## config.mk

```make
export PLATFORM = sky130hd
export DESIGN_NAME = galaxian_dl_ctrl
export DESIGN_NICKNAME = d
export VERILOG_FILES = /design/src/rtl/galaxian_dl_ctrl.sv
export SDC_FILE = /design/constraint.sdc
export NUM_CORES = 1
export LEC_CHECK = 0
export CAP_MARGIN = 20
export CORE_AREA = 2 2 104 96
export CTS_BUF_LIST = sky130_fd_sc_hd__clkbuf_16
export DETAILED_ROUTE_END_ITERATION = 8
export DIE_AREA = 0 0 106 98
export DONT_BUFFER_PORTS = 1
export HOLD_SLACK_MARGIN = 0.15
export PLACE_DENSITY = 0.56
export SKIP_CTS_REPAIR_TIMING = 1
export SLEW_MARGIN = 20
export SYNTH_ARGS = -nofsm -noshare
export SYNTH_HDL_FRONTEND = slang
export SYNTH_SLANG_ARGS = --single-unit
```

## constraint.sdc

```tcl
create_clock -name clk_i -period 2.35 [get_ports clk_i]
set_input_delay 0.47 -clock clk_i [delete_from_list [all_inputs] [get_ports clk_i]]
set_output_delay 0.47 -clock clk_i [all_outputs]
set_load 0.01 [all_outputs]
```

## src/rtl/galaxian_dl_ctrl.sv

```systemverilog
// ROM download sequencer: routes data_io bytes into the four ROM regions and
// holds the game core in reset until a complete image has loaded.
module galaxian_dl_ctrl #(
  parameter int          HOLD_CYCLES = 1200,
  parameter logic [15:0] ROM_SIZE    = 16'h6020,
  parameter logic [7:0]  ROM_INDEX   = 8'h00
) (
  input  logic        clk_i,
  input  logic        res_n_i,
  input  logic        ioctl_downl,
  input  logic [7:0]  ioctl_index,
  input  logic        ioctl_wr,
  input  logic [24:0] ioctl_addr,
  input  logic [7:0]  ioctl_dout,
  input  logic        usr_rst,
  output logic        dl_wr,
  output logic [15:0] dl_addr,
  output logic [7:0]  dl_data,
  output logic [3:0]  rom_cs,
  output logic        core_reset,
  output logic        dl_busy,
  output logic        err_short,
  output logic        err_ovf
);

  typedef enum logic [2:0] {S_IDLE, S_LOAD, S_CHECK, S_HOLD, S_RUN, S_ERROR} state_t;

  localparam int          HW          = $clog2(HOLD_CYCLES + 1);
  localparam logic [HW-1:0] HOLD_RELOAD = HW'(HOLD_CYCLES - 1);

  state_t        r_state, w_next;
  logic [15:0]   r_cnt;
  logic [HW-1:0] r_hold;
  logic          r_dl_wr, r_core_reset, r_busy, r_err_short, r_err_ovf;
  logic [15:0]   r_dl_addr;
  logic [7:0]    r_dl_data;
  logic [3:0]    r_rom_cs;

  logic          w_rom_dl, w_in_range, w_accept, w_drop, w_enter_load, w_reload;
  logic [3:0]    w_cs;

  always_comb begin
    w_rom_dl     = ioctl_downl && (ioctl_index == ROM_INDEX);
    // Any set bit above bit 15 is out of range regardless of the low half.
    w_in_range   = (ioctl_addr[24:16] == 9'd0) && (ioctl_addr[15:0] < ROM_SIZE);
    w_accept     = (r_state == S_LOAD) && ioctl_wr && w_in_range;
    w_drop       = (r_state == S_LOAD) && ioctl_wr && !w_in_range;
    w_cs         = 4'b0000;
    if (ioctl_addr[15:0] < 16'h4000)      w_cs = 4'b0001;
    else if (ioctl_addr[15:12] == 4'h4)   w_cs = 4'b0010;
    else if (ioctl_addr[15:12] == 4'h5)   w_cs = 4'b0100;
    else if (ioctl_addr[15:12] == 4'h6)   w_cs = 4'b1000;
  end

  always_comb begin
    w_next = r_state;
    case (r_state)
      S_IDLE:  if (w_rom_dl) w_next = S_LOAD;
      S_LOAD:  if (!ioctl_downl) w_next = S_CHECK;
      S_CHECK: w_next = (r_cnt == ROM_SIZE) ? S_HOLD : S_ERROR;
      S_HOLD:  if (!usr_rst && r_hold == '0) w_next = S_RUN;
      S_RUN: begin
        if (w_rom_dl)     w_next = S_LOAD;
        else if (usr_rst) w_next = S_HOLD;
      end
      S_ERROR: if (w_rom_dl) w_next = S_LOAD;
      default: w_next = S_IDLE;
    endcase
    w_enter_load = (w_next == S_LOAD) && (r_state != S_LOAD);
    // usr_rst keeps the hold counter pinned, so release is measured from its fall.
    w_reload     = ((r_state == S_CHECK) && (w_next == S_HOLD)) ||
                   (((r_state == S_HOLD) || (r_state == S_RUN)) && usr_rst);
  end

  always_ff @(posedge clk_i) begin
    if (!res_n_i) begin
      r_state      <= S_IDLE;
      r_cnt        <= '0;
      r_hold       <= '0;
      r_dl_wr      <= 1'b0;
      r_dl_addr    <= '0;
      r_dl_data    <= '0;
      r_rom_cs     <= '0;
      r_core_reset <= 1'b1;
      r_busy       <= 1'b0;
      r_err_short  <= 1'b0;
      r_err_ovf    <= 1'b0;
    end else begin
      r_state      <= w_next;
      r_core_reset <= (w_next != S_RUN);
      r_busy       <= (w_next == S_LOAD);
      r_dl_wr      <= w_accept;
      r_rom_cs     <= w_accept ? w_cs : 4'b0000;
      if (w_accept) begin
        r_dl_addr <= ioctl_addr[15:0];
        r_dl_data <= ioctl_dout;
      end
      if (w_enter_load) begin
        r_cnt       <= '0;
        r_err_short <= 1'b0;
        r_err_ovf   <= 1'b0;
      end else begin
        if (w_accept && r_cnt != 16'hFFFF) r_cnt <= r_cnt + 16'd1;
        if (w_drop) r_err_ovf <= 1'b1;
        if ((r_state == S_CHECK) && (r_cnt != ROM_SIZE)) r_err_short <= 1'b1;
      end
      if (w_reload)                                r_hold <= HOLD_RELOAD;
      else if (r_state == S_HOLD && r_hold != '0)  r_hold <= r_hold - 1'b1;
    end
  end

  assign dl_wr      = r_dl_wr;
  assign dl_addr    = r_dl_addr;
  assign dl_data    = r_dl_data;
  assign rom_cs     = r_rom_cs;
  assign core_reset = r_core_reset;
  assign dl_busy    = r_busy;
  assign err_short  = r_err_short;
  assign err_ovf    = r_err_ovf;

endmodule
```

==> impl_metrics.csv <==
group,metric,value,unit
grt,grt_pass1_vias,2349,
synth,synth_xor_area_frac,0.0472,
synth,synthAdderAreaFrac,0.0168,
grt,grt_use_total,0.140,
synth,synth_cells,343,
layout,design_area,0.00352,sq mm
place,gp_congestion,0.832,
worst_setup_path,cp-start-kind,"flip-flop",
layout,stdcell_count,485,
cts,clkTransAtPathRegs,50,ps
sta,worst_pin_slew,644,ps
sta,setup_viol,0,
place,dp_hpwl,5140,um
grt,grt_pass1_wl,11500,um
synth,synthArstFlopShare,0,
layout,fillers,937,
pwr,peakVddDrop,0.449,mV
grt,antenna_found_initial,0,
detailed_routing,drt_iter0_drc,103,
pwr,p_int,2.11,mW
place,post_dp_cell_area,0.00318,sq mm
synth,yosysTopAreaCellShare,0.425,
status,status,"finished, final reports clean",
layout,final_util,0.374,
sta,setup_tns,0,ps
synth,synth_mux_area_frac,0.0101,
synth,synth_compound_area_frac,0.147,
detailed_routing,drt_pass1_iterations,4,
synth,synth_cell_types,53,
pwr,pwr-share-comb,0.014,
cts,cts_made_buffers,9,
floorplanning,start_util,0.316,
worst_setup_path,end_kind,"flip-flop",
layout,multi_input_comb_area,0.00162,sq mm
detailed_routing,detail-route-antenna-nets,0,
layout,drive_above_1_share,0.109,
worst_hold_path,hold_path.class,"primary input to flip-flop",
synth,netlist_top_cells_count,"dfxtp_1 (63), nand2_1 (59), nor2_1 (29)",
synth,synth_edf_count,0,
worst_setup_path,arrival,2300,ps
floorplanning,core_region_area,0.00940,sq mm
sta,fin_crit_sh,0.870,
grt,grt_overflow_total,0,
worst_setup_path,worstSetupPathType,"flip-flop to flip-flop",
flow_run,max_cap_violations,0,
sta,fin_crit,2050,ps
synth,synth-simple-area-share,0.325,
synth,synth_most_common_cell,"dfxtp_1",
cts,cts-htree-levels,3,
synth,ys_top_cells_by_area,"dfxtp_1 (42%), nand2_1 (7.5%), a21boi_0 (7.1%)",
place,dp_cells,469,
worst_setup_path,required,2600,ps
grt,grt_max_degree,40,
synth,syn_area_per_cell,8.66,sq um
pwr,power.density,734,mW/mm^2
synth,synth_ff_type,"dfxtp_1",
synth,ys_seq_elements,63,
pwr,netSwitchingFraction,0.182,
layout,seqCellArea,0.00126,sq mm
floorplanning,rows,34,
pwr,switching_power,469,uW
synth,synth_top_family_by_area,"simple AND/OR/NAND/NOR gates",
cts,cts_tree,"built",
cts,cts_root_buffer,"clkbuf_16",
pwr,seq_power_share,0.414,
synth,syn_nets,393,
detailed_routing,drt_wl_total,6930,um
sta,clock.fmax,0.489,GHz
place,place.port_buffers,0,
floorplanning,die_w,106,um
detailed_routing,avgRoutedWirePerCell,14.3,um
detailed_routing,drt-vias-per-instance,5.13,
floorplanning,die-area,0.0104,sq mm
worst_setup_path,crit_fanout,10,
layout,area_delta_synth_final,18.5,%
layout,nets,404,
floorplanning,io_pins,79,
synth,ys_seq_area_frac,0.425,
synth,synth.cell_area,0.00297,sq mm
detailed_routing,drc,0,
floorplanning,die_h,98,um
synth,ys_warn_count,0,
sta,maxSlewHeadroom,0.567,
detailed_routing,num_vias,2488,
synth,yosysTopAreaCell,"dfxtp_1",
sta,skew,4.79,ps
cts,clk_latency,320,ps
sta,drv_slew,0,
cts,clockBufferDepth,2,
sta,hold_viol_final,0,
pwr,power_leakage,1.15,nW
sta,rsz0062_at_grt,"false",
cts,clock-sinks,63,
layout,antennaDiodeCount,0,
pwr,clockPowerShare,0.572,
==> metrics by stage <==
stage	setup slack (ps)	hold slack [ps]	total power, mW
floorplan	309	460	1.12
global placement	195	476	1.13
detailed placement	134	492	1.13
CTS	305	205	2.63
global route	184	204	2.68
finish	305	221	2.58
==> layout by cell type, fill, tap and decap left out, drive strengths merged, types with 5 or more instances in the layout <==
cell type	n
nor4	14
nand2	59
xnor2	7
a21oi	11
nand4	11
o21ai	5
nor3	6
clkbuf	9
nand3	12
and3	5
buf	14
nor2	29
xor2	9
inv	6
a21boi	31
dfxtp	63
nand2b	6
==> critical path: stages, from the launching register on <==
cell and delay [ps]:
dfxtp_1 460, and4bb_4 330, nand4_4 180, or2_1 330, or4_1 510, a21oi_1 150
==> metal layers <==
metal	wire length (um)	up-vias	global-route usage
met5	0	-	0
met3	419	8	0.0481
li1	-	1253	-
met2	3320	66	0.224
met4	75	0	0.0466
met1	3110	1161	0.176
==> final timing paths <==
kind	start	to	slack, ps	depth (start not counted)
max	r_state[0]	r_cnt[15]	300	5
min reg2reg	r_cnt[5]	r_cnt[5]	500	2
min	ioctl_addr[12]	rom_cs[3]	220	1
max reg2reg	r_state[0]	r_cnt[15]	300	5
==> final cells by class <==
class                           instances  share of cell area
Clock buffer                            9              0.0640
Sequential cell                        63               0.358
Clock inverter                          7              0.0316
Tap cell                              126              0.0448
Multi-Input combinational cell        260               0.461
Inverter                                6             0.00640
Timing Repair Buffer                   14              0.0334
==> registers in the layout (all words and copies together) (netlist names), 3 cells and up <==
signal	cells
dl_data	8
r_hold	11
r_state	3
r_cnt	16
dl_addr	16
rom_cs	4
==> cell families (layout without fill, tap and decap cells) <==
logic type | after synthesis | after routing
simple gates | 175 | 175
fa+ha+maj | 4 | 4
xor+xnor | 16 | 16
flops | 63 | 63
mux | 3 | 3
buf+inv | 20 | 36
compound gates | 62 | 62
==> power groups by stage <==
stage | clock network (mW) | registers [mW] | logic [mW]
after floorplan | 0 | 1.09 | 0.0317
after detailed placement | 0 | 1.09 | 0.0357
after global routing | 1.58 | 1.07 | 0.0386
after global placement | 0 | 1.09 | 0.0354
final | 1.48 | 1.07 | 0.0349
after CTS | 1.53 | 1.07 | 0.0357
(Power assumes the default switching activity.)
